## config.mk

```make
export PLATFORM = sky130hd
export DESIGN_NAME = phased_array_wave_gen
export DESIGN_NICKNAME = d
export VERILOG_FILES = /design/src/rtl/phased_array_wave_gen.sv
export SDC_FILE = /design/constraint.sdc
export NUM_CORES = 1
export LEC_CHECK = 0
export CAP_MARGIN = 20
export CORE_ASPECT_RATIO = 0.75
export CORE_UTILIZATION = 30
export CTS_BUF_LIST = sky130_fd_sc_hd__clkbuf_8 sky130_fd_sc_hd__clkbuf_16
export CTS_CLUSTER_SIZE = 20
export DETAILED_ROUTE_END_ITERATION = 16
export PLACE_DENSITY = 0.46
export SETUP_SLACK_MARGIN = 0.1
export SLEW_MARGIN = 30
export SYNTH_ARGS = -nofsm -noshare
export SYNTH_HDL_FRONTEND = slang
export SYNTH_SLANG_ARGS = --single-unit
```

## constraint.sdc

```tcl
create_clock -name clk -period 3.42 [get_ports clk]
set_input_delay 1.026 -clock clk [delete_from_list [all_inputs] [get_ports clk]]
set_output_delay 1.026 -clock clk [all_outputs]
set_load 0.005 [all_outputs]
```

## src/rtl/phased_array_wave_gen.sv

```systemverilog
// -----------------------------------------------------------------------------
// phased_array_wave_gen
//
// Multi-channel square-wave generator for a phased transducer array. A shared
// period counter runs over PERIOD = 2*HALF_CYC clock cycles. Each channel
// produces a 50% duty square wave delayed by its own phase offset. Phase and
// enable settings are written into shadow registers and moved into the
// active set together, only on a period boundary, so a reconfiguration never
// produces a truncated or stretched half period.
//
// Ports:
//   clk          system clock, rising edge
//   rst_n        asynchronous active-low reset
//   enable       run when high; counter held at 0 and outputs low when low
//   cfg_valid    phase-write request
//   cfg_ready    high when a phase write can be accepted (no commit pending)
//   cfg_ch       target channel of the write
//   cfg_phase    phase delay in clock cycles, must be < PERIOD
//   cfg_chen     channel enable written together with the phase
//   cfg_commit   request to move the shadow set into the active set
//   cfg_err      one-cycle pulse after a rejected write
//   commit_done  one-cycle pulse when the shadow set becomes active
//   sync_out     one-cycle pulse at the start of each period
//   wave_out     per-channel square waves
// -----------------------------------------------------------------------------
module phased_array_wave_gen #(
  parameter int NUM_CH   = 8,
  parameter int HALF_CYC = 337,
  parameter int CNT_W    = 10,
  parameter int CH_W     = 5
) (
  input  logic              clk,
  input  logic              rst_n,
  input  logic              enable,
  input  logic              cfg_valid,
  output logic              cfg_ready,
  input  logic [CH_W-1:0]   cfg_ch,
  input  logic [CNT_W-1:0]  cfg_phase,
  input  logic              cfg_chen,
  input  logic              cfg_commit,
  output logic              cfg_err,
  output logic              commit_done,
  output logic              sync_out,
  output logic [NUM_CH-1:0] wave_out
);

  localparam int PERIOD = 2 * HALF_CYC;
  // One spare bit so pc + PERIOD cannot overflow in the distance calculation.
  localparam int AW     = CNT_W + 1;

  localparam logic [AW-1:0]   PERIOD_W = AW'(PERIOD);
  localparam logic [AW-1:0]   HALF_W   = AW'(HALF_CYC);
  localparam logic [AW-1:0]   LAST_W   = AW'(PERIOD - 1);
  localparam logic [CH_W:0]   NUM_CH_W = (CH_W + 1)'(NUM_CH);

  // Cycles elapsed since the channel's rising edge, modulo PERIOD.
  function automatic logic [AW-1:0] phase_dist(input logic [AW-1:0] pc_v,
                                               input logic [AW-1:0] ph_v);
    logic [AW-1:0] d_v;
    if (pc_v >= ph_v) begin
      d_v = pc_v - ph_v;
    end else begin
      d_v = pc_v + PERIOD_W - ph_v;
    end
    return d_v;
  endfunction

  // ---------------------------------------------------------------------------
  // State
  // ---------------------------------------------------------------------------
  logic [CNT_W-1:0]  pc_r;
  logic [CNT_W-1:0]  shadow_phase_r [NUM_CH];
  logic [NUM_CH-1:0] shadow_chen_r;
  logic [CNT_W-1:0]  active_phase_r [NUM_CH];
  logic [NUM_CH-1:0] active_chen_r;
  logic              pending_r;
  logic              ready_r;
  logic              idle_r;     // enable was low in the previous cycle
  logic              err_r;
  logic              done_r;
  logic              sync_r;
  logic [NUM_CH-1:0] wave_r;

  // ---------------------------------------------------------------------------
  // Combinational decode
  // ---------------------------------------------------------------------------
  logic              wrap_s;
  logic              apply_s;
  logic              wr_s;
  logic              bad_s;
  logic              wr_ok_s;
  logic              pending_nxt_s;
  logic [NUM_CH-1:0] on_s;

  // Write acceptance, commit timing and next pending state.
  always_comb begin
    wrap_s  = 1'b0;
    apply_s = 1'b0;
    wr_s    = 1'b0;
    bad_s   = 1'b0;
    wr_ok_s = 1'b0;
    pending_nxt_s = pending_r;

    wrap_s = enable && ({1'b0, pc_r} == LAST_W);
    // While running, a commit lands on the wrap edge. Once enable has been low
    // for a full cycle (outputs already silent) it lands immediately.
    apply_s = pending_r && (wrap_s || (!enable && idle_r));
    wr_s    = cfg_valid && ready_r;
    bad_s   = ({1'b0, cfg_ch} >= NUM_CH_W) || ({1'b0, cfg_phase} >= PERIOD_W);
    wr_ok_s = wr_s && !bad_s;

    // A commit request arriving while one is pending (or being applied) is
    // absorbed by that commit.
    if (apply_s) begin
      pending_nxt_s = 1'b0;
    end else if (cfg_commit) begin
      pending_nxt_s = 1'b1;
    end else begin
      pending_nxt_s = pending_r;
    end
  end

  // Per-channel wave level for the current counter value.
  always_comb begin
    on_s = '0;
    for (int i = 0; i < NUM_CH; i++) begin
      if (active_chen_r[i]) begin
        on_s[i] = phase_dist({1'b0, pc_r}, {1'b0, active_phase_r[i]}) < HALF_W;
      end else begin
        on_s[i] = 1'b0;
      end
    end
  end

  // ---------------------------------------------------------------------------
  // Sequential logic
  // ---------------------------------------------------------------------------

  // Period counter: free-running modulo PERIOD while enabled, parked at 0 otherwise.
  always_ff @(posedge clk or negedge rst_n) begin
    if (!rst_n) begin
      pc_r <= CNT_W'(0);
    end else if (!enable) begin
      pc_r <= CNT_W'(0);
    end else if (wrap_s) begin
      pc_r <= CNT_W'(0);
    end else begin
      pc_r <= pc_r + CNT_W'(1);
    end
  end

  // Shadow/active configuration registers and the commit handshake.
  always_ff @(posedge clk or negedge rst_n) begin
    if (!rst_n) begin
      for (int i = 0; i < NUM_CH; i++) begin
        shadow_phase_r[i] <= CNT_W'(0);
        active_phase_r[i] <= CNT_W'(0);
      end
      shadow_chen_r <= '0;
      active_chen_r <= '0;
      pending_r     <= 1'b0;
      ready_r       <= 1'b1;
      idle_r        <= 1'b0;
      err_r         <= 1'b0;
      done_r        <= 1'b0;
    end else begin
      // Writes cannot coincide with an apply (ready is low while pending), so
      // the active set always copies a settled shadow set.
      for (int i = 0; i < NUM_CH; i++) begin
        if (wr_ok_s && (cfg_ch == CH_W'(i))) begin
          shadow_phase_r[i] <= cfg_phase;
          shadow_chen_r[i]  <= cfg_chen;
        end
        if (apply_s) begin
          active_phase_r[i] <= shadow_phase_r[i];
          active_chen_r[i]  <= shadow_chen_r[i];
        end
      end
      pending_r <= pending_nxt_s;
      ready_r   <= !pending_nxt_s;
      idle_r    <= !enable;
      err_r     <= wr_s && bad_s;
      done_r    <= apply_s;
    end
  end

  // Registered wave and sync outputs, one cycle behind the counter.
  always_ff @(posedge clk or negedge rst_n) begin
    if (!rst_n) begin
      wave_r <= '0;
      sync_r <= 1'b0;
    end else if (enable) begin
      wave_r <= on_s;
      sync_r <= (pc_r == CNT_W'(0));
    end else begin
      wave_r <= '0;
      sync_r <= 1'b0;
    end
  end

  assign cfg_ready   = ready_r;
  assign cfg_err     = err_r;
  assign commit_done = done_r;
  assign sync_out    = sync_r;
  assign wave_out    = wave_r;

endmodule

```

Word-level counts from Yosys, hierarchy flattened
Index checks and enable logic that the tools add are counted.
{ "classes": {"n_addsub": 18, "mul": 0, "n_div": 0, "n_lt_le_gt_ge": 18, "n_eq_ne": 8, "n_shift": 0, "muxes": 30, "n_bitwise": 0, "reduce_logical": 21} }
{ "ops": {"columns": ["cell", "count"], "rows": [
  ["$mux 11", 16],
  ["$lt 11x9->1 const B", 8],
  ["$sub 10x10->11", 8],
  ["$sub 11x10->11", 8],
  ["$ge 10x10->1", 8],
  ["$eq 5x3->1 const B", 4],
  ["$mux 10", 2],
  ["$logic_and 1x1->1", 14],
  ["$add 10x10->11 const B", 1],
  ["$mux 1", 11],
  ["$add 10x1->10 const B", 1],
  ["$eq 10x10->1 const B", 1],
  ["$eq 5x2->1 const B", 2],
  ["$ge 10x10->1 const B", 1],
  ["$logic_not 10->1", 1],
  ["$mux 8", 1],
  ["$eq 5x1->1 const B", 1],
  ["$ge 5x4->1 const B", 1],
  ["$logic_not 5->1", 1],
  ["$logic_not 1->1", 3],
  ["$logic_or 1x1->1", 2]
]} }
{ "totals": {"reg_bits": 200, "latchBits": 0, "ramBits": 0, "romBits": 0, "in_bits": 21, "out_inout_bits": 12, "wordCells": 128, "n_memories": 0} }

Longest topological paths before layout
{ "depth": {"word_depth": 7, "mapped_depth": 14, "depth_no_buf": 13} }

Worst setup path after synthesis
OpenSTA, ideal clock, no wires.
{ "synth_timing": {"kind": "reg2reg", "startpoint": "register pc_r[1]", "endpoint": "register wave_r[5], in the netlist wave_out[5]", "setup_ns": 0.101, "arrival_ns": 3.584, "required_ns": 3.319, "setup_slack_ns": -0.265, "stages_incl_launch_ff": 12, "path_buffers": 0, "synth_period_minus_slack_ns": 3.685, "path_cell_list": "dfrtp_1 -> nand4_1 -> nor2b_1 -> xnor2_1 -> ha_1 -> a21o_1 -> a21oi_1 -> nand2b_1 -> o211ai_2 -> or4b_1 -> and4_1 -> nor4_1"} }
{ "synth_via": {"elab_chain_len": 7, "elab_cells_between_ends": 9, "cone_classes": "add/sub: 3; order compare: 2; mux: 4"} }
{ "synth_lines": {"columns": ["item", "line", "text"], "rows": [
  ["start: declaration", "71", "logic [CNT_W-1:0] pc_r;"],
  ["start signal: assignment", "148", "pc_r <= pc_r + CNT_W'(1);"],
  ["$add 10x10->11", "63", "d_v = pc_v + PERIOD_W - ph_v;"],
  ["$sub 11x10->11", "63", null],
  ["$mux 11 *", "60", "if (pc_v >= ph_v) begin"],
  ["$mux 11 *", "127", "if (active_chen_r[i]) begin"],
  ["$lt 11x9->1 *", "128", "on_s[i] = phase_dist({1'b0, pc_r}, {1'b0, active_phase_r[i]}) < HALF_W;"],
  ["$mux 1 *", "127", null],
  ["$mux 8 *", "192", "end else if (enable) begin"],
  ["end signal: assignment", "193", "wave_r <= on_s;"],
  ["end: declaration", "82", "logic [NUM_CH-1:0] wave_r;"]
]} }
Mark *: on every way between the ends. The rest lies on a longest branch, timed or not. The select of a mux whose other input is x is not followed.
A chain may end at the register's enable or synchronous reset.

Final worst setup path
{ "layout_timing": {"startpoint": "register pc_r[1]", "endpoint": "register wave_r[4], in the netlist wave_out[4]"} }
Same word-level chain as after synthesis.

==> flow_metrics.py <==
metrics = {
    "setup_path": {
        "rrSetupSlack_ns": 0.17,
        "crit_path_end_kind": "flip-flop",
        "critPathKind": "flip-flop to flip-flop",
        "crit_required_ns": 3.78,
        "crit_fanout": 5,
        "startpoint_type": "flip-flop",
        "arrival_ns": 3.61,
    },
    "final_layout": {
        "final-instance-count-excl-fill": 2342,
        "final_cell_mix": "198 x dfrtp_1, 151 x ha_1, 136 x o21ai_0, 125 x nand2_1, 107 x nor2_1",
        "area.growth.synth_to_final_pct": 18.1,
        "seq_area_mm2": 0.00501,
        "fin_area_mm2": 0.0174,
        "nFillCells": 4892,
        "layout_commonest_cell": "dfrtp_1",
        "drive_above_1_share_pct": 16.5,
        "fin_nets": 1882,
        "utilization_pct": 36.3,
        "multiInputGateArea_mm2": 0.00936,
    },
    "power_and_ir_drop": {
        "p_seq_share_pct": 37.2,
        "switchingPower_mw": 2.39,
        "p_int_mw": 4.66,
        "p_comb_share_pct": 33.8,
        "peakVddDrop_mv": 0.316,
        "clockPowerShare_pct": 29.0,
        "switching_share_pct": 33.9,
        "leakage_nw": 7.78,
        "power.density_mw_per_mm2": 406,
    },
    "detailed_routing": {
        "num_vias": 12100,
        "postRouteAntennaNets": 0,
        "routed_via_density": 5.18,
        "wl_um": 45900,
        "drc": 0,
        "drt_first_iter_violations": 765,
        "firstDrtPassIters": 5,
        "routedWlPerCell_um": 19.6,
    },
    "clocking": {
        "cts.path.max_buffers": 2,
        "cts.sinks": 200,
        "clkLatencyLatePin_ns": 0.45,
        "cts_tree": "yes",
        "path_clk_slew_ns": 0.08,
        "cts_made_buffers": 17,
        "cts_root_buf": "clkbuf_16",
        "post_cts_hold_buffer_count": 0,
        "h-tree-depth": 4,
    },
    "grt": {
        "grt_antenna_before_repair": 1,
        "grt_pass1_vias": 11800,
        "grt-ovfl-total": 0,
        "grt_pass1_wl_um": 71000,
        "grt_max_degree": 69,
        "grt_usage_pct": 18.7,
    },
    "synthesis": {
        "synth_nets": 1758,
        "avgSynthCellArea_um2": 9.41,
        "syn-cell-area_mm2": 0.0147,
        "synth_cell_types": 79,
        "yosysSeqAreaShare_pct": 34.0,
        "ys_ff_latch": 200,
        "ys_warn_count": 0,
        "synth-async-reset-ratio_pct": 100,
        "synth_cells": 1565,
        "synth_ff_type": "dfrtp_1",
        "synth_edf_count": 0,
    },
    "place": {
        "dp_hpwl_um": 34400,
        "postPlaceCellArea_mm2": 0.0165,
        "place_congestion": 0.878,
        "io_buffers": 32,
        "pre_cts_slack_ns": -0.315,
        "dp.cells": 2299,
    },
    "sta": {
        "layout_min_cycle_time_ns": 3.25,
        "worstMarginPinSlew_ns": 0.884,
        "rsz0062_at_grt": "yes",
        "fin_crit_sh_pct": 95.0,
        "max_freq_mhz": 308,
        "final_max_slew_viol_count": 0,
        "timing.hold.ws_ns": 0.478,
        "fin_ws_ns": 0.171,
        "slew_headroom_pct": 40.9,
        "setup_viol": 0,
        "finClkSkew_ns": 0.0119,
        "finalHoldViolations": 0,
    },
    "floorplan": {
        "fp.dieH_um": 194,
        "dieArea_mm2": 0.0500,
        "num_rows": 69,
        "start_util_pct": 30.7,
        "core_area_mm2": 0.0479,
        "top_level_ports": 33,
        "die_w_um": 258,
    },
    "hold_path": {
        "hold_path.class": "flip-flop to flip-flop",
    },
    "run": {
        "maxCapViolCount": 0,
    },
    "status": {
        "status": "complete, no violations",
    },
}
[critical path, cell delays in order (launching register included)]
cell and delay [ns]:
dfrtp_2 0.41, buf_4 0.17, nand4_1 0.12, nor2b_4 0.23
xnor2_4 0.12, buf_4 0.16, buf_4 0.19, ha_1 0.24
or3_1 0.30, or3_1 0.35, a31o_2 0.26, a21oi_2 0.15
xnor2_1 0.13, a21oi_1 0.08, nor4_1 0.25
[final cells by class]
type | instances | area share, %
antenna | 1 | 0.0144
tap | 639 | 4.60
sequential | 200 | 28.8
inverter | 99 | 2.16
clock buffer | 18 | 2.53
clock inverter | 14 | 0.806
multi-input combinational | 1228 | 53.8
timing repair buffer | 143 | 7.25
[flip-flops by register name, summed over array words and instances (netlist names)]
| signal | cells |
|---|---|
| pending_r | 1 |
| commit_done | 1 |
| shadow_phase_r | 80 |
| shadow_chen_r | 8 |
| idle_r | 1 |
| cfg_ready | 1 |
| pc_r | 10 |
| wave_out | 8 |
| active_phase_r | 80 |
| cfg_err | 1 |
| active_chen_r | 8 |
| sync_out | 1 |
[cell families (layout without fill, tap and decap cells)]
kind of cell	count (synthesis)	after routing	synth area share [%]
other	0	1	0
DFF	200	200	34.0
adders and majority gates	172	172	15.4
AOI/OAI and AO/OA	419	419	18.3
xor gates and xnor gates	102	102	6.07
buffers and inverters	137	274	3.75
and+or+nand+nor	427	427	14.2
muxes	108	108	8.23
[metrics by stage]
stage	power, mW	setup TNS, ns
6_report	7.05	0
5_1_grt	7.50	0
4_1_cts	7.08	0
3_5_place_dp	5.01	-23.74
3_3_place_gp	4.99	-21.70
2_1_floorplan	4.30	0
[power groups by stage]
stage	clock network [mW]	logic, mW	registers [mW]
2_1_floorplan	0	1.65	2.65
5_1_grt	2.19	2.66	2.65
3_3_place_gp	0	2.32	2.67
4_1_cts	2.09	2.36	2.63
3_5_place_dp	0	2.34	2.67
6_report	2.04	2.38	2.62
[repair_timing]
item,CTS,global route
buffers inserted,0,10
gates resized for setup,4,30
setup endpoints to repair,5,95
pin swaps,0,7
[cells in the mapped netlist, types with 7 or more instances]
library cell / instances / area share, %
or3_1: 9 / 0.38
a21o_1: 25 / 1.3
xor2_1: 45 / 2.7
o211ai_1: 14 / 0.71
a211oi_1: 14 / 0.71
o41ai_1: 7 / 0.42
ha_1: 156 / 13
nand3b_1: 9 / 0.46
buf_2: 15 / 0.51
o21a_1: 24 / 1.2
o21bai_1: 10 / 0.51
a31oi_1: 17 / 0.72
nor4_1: 7 / 0.30
nand2_1: 127 / 3.2
a21oi_1: 77 / 2.6
clkbuf_1: 17 / 0.43
fa_1: 16 / 2.2
o31a_1: 9 / 0.54
nor2_1: 107 / 2.7
nand3_1: 22 / 0.75
dfrtp_1: 199 / 34
o31ai_1: 13 / 0.66
inv_1: 99 / 2.5
nor3_1: 34 / 1.2
xnor2_1: 57 / 3.4
mux2_2: 82 / 6.3
mux2_1: 23 / 1.8
and3_1: 9 / 0.38
nand2b_1: 22 / 0.93
o2111ai_1: 9 / 0.54
or2_2: 11 / 0.47
nand4_1: 10 / 0.42
nor2b_1: 28 / 1.2
o21ai_0: 138 / 4.7
[final timing paths]
path / to / cells after the start / from
min in group asynchronous: active_phase_r[21]$_DFFE_PN0P_ / 1 / rst_n
setup reg to reg: wave_out[4]$_DFF_PN0_ / 14 / pc_r[1]$_DFF_PN0_
hold / removal: active_phase_r[64]$_DFFE_PN0P_ / 2 / shadow_phase_r[64]$_DFFE_PN0P_
max in group asynchronous: shadow_phase_r[77]$_DFFE_PN0P_ / 2 / rst_n
hold reg to reg: active_phase_r[64]$_DFFE_PN0P_ / 2 / shadow_phase_r[64]$_DFFE_PN0P_
setup / recovery: wave_out[4]$_DFF_PN0_ / 14 / pc_r[1]$_DFF_PN0_
[metal layers]
layer / up-vias / share of wire (%) / global-route usage, %
li1: 5907 / - / -
met1: 5909 / 51 / 27.8
met2: 276 / 43 / 28.1
met3: 31 / 4.7 / 3.37
met4: 0 / 1.3 / 3.59
met5: - / 0 / 0
Power figures use the tool's default switching activity.
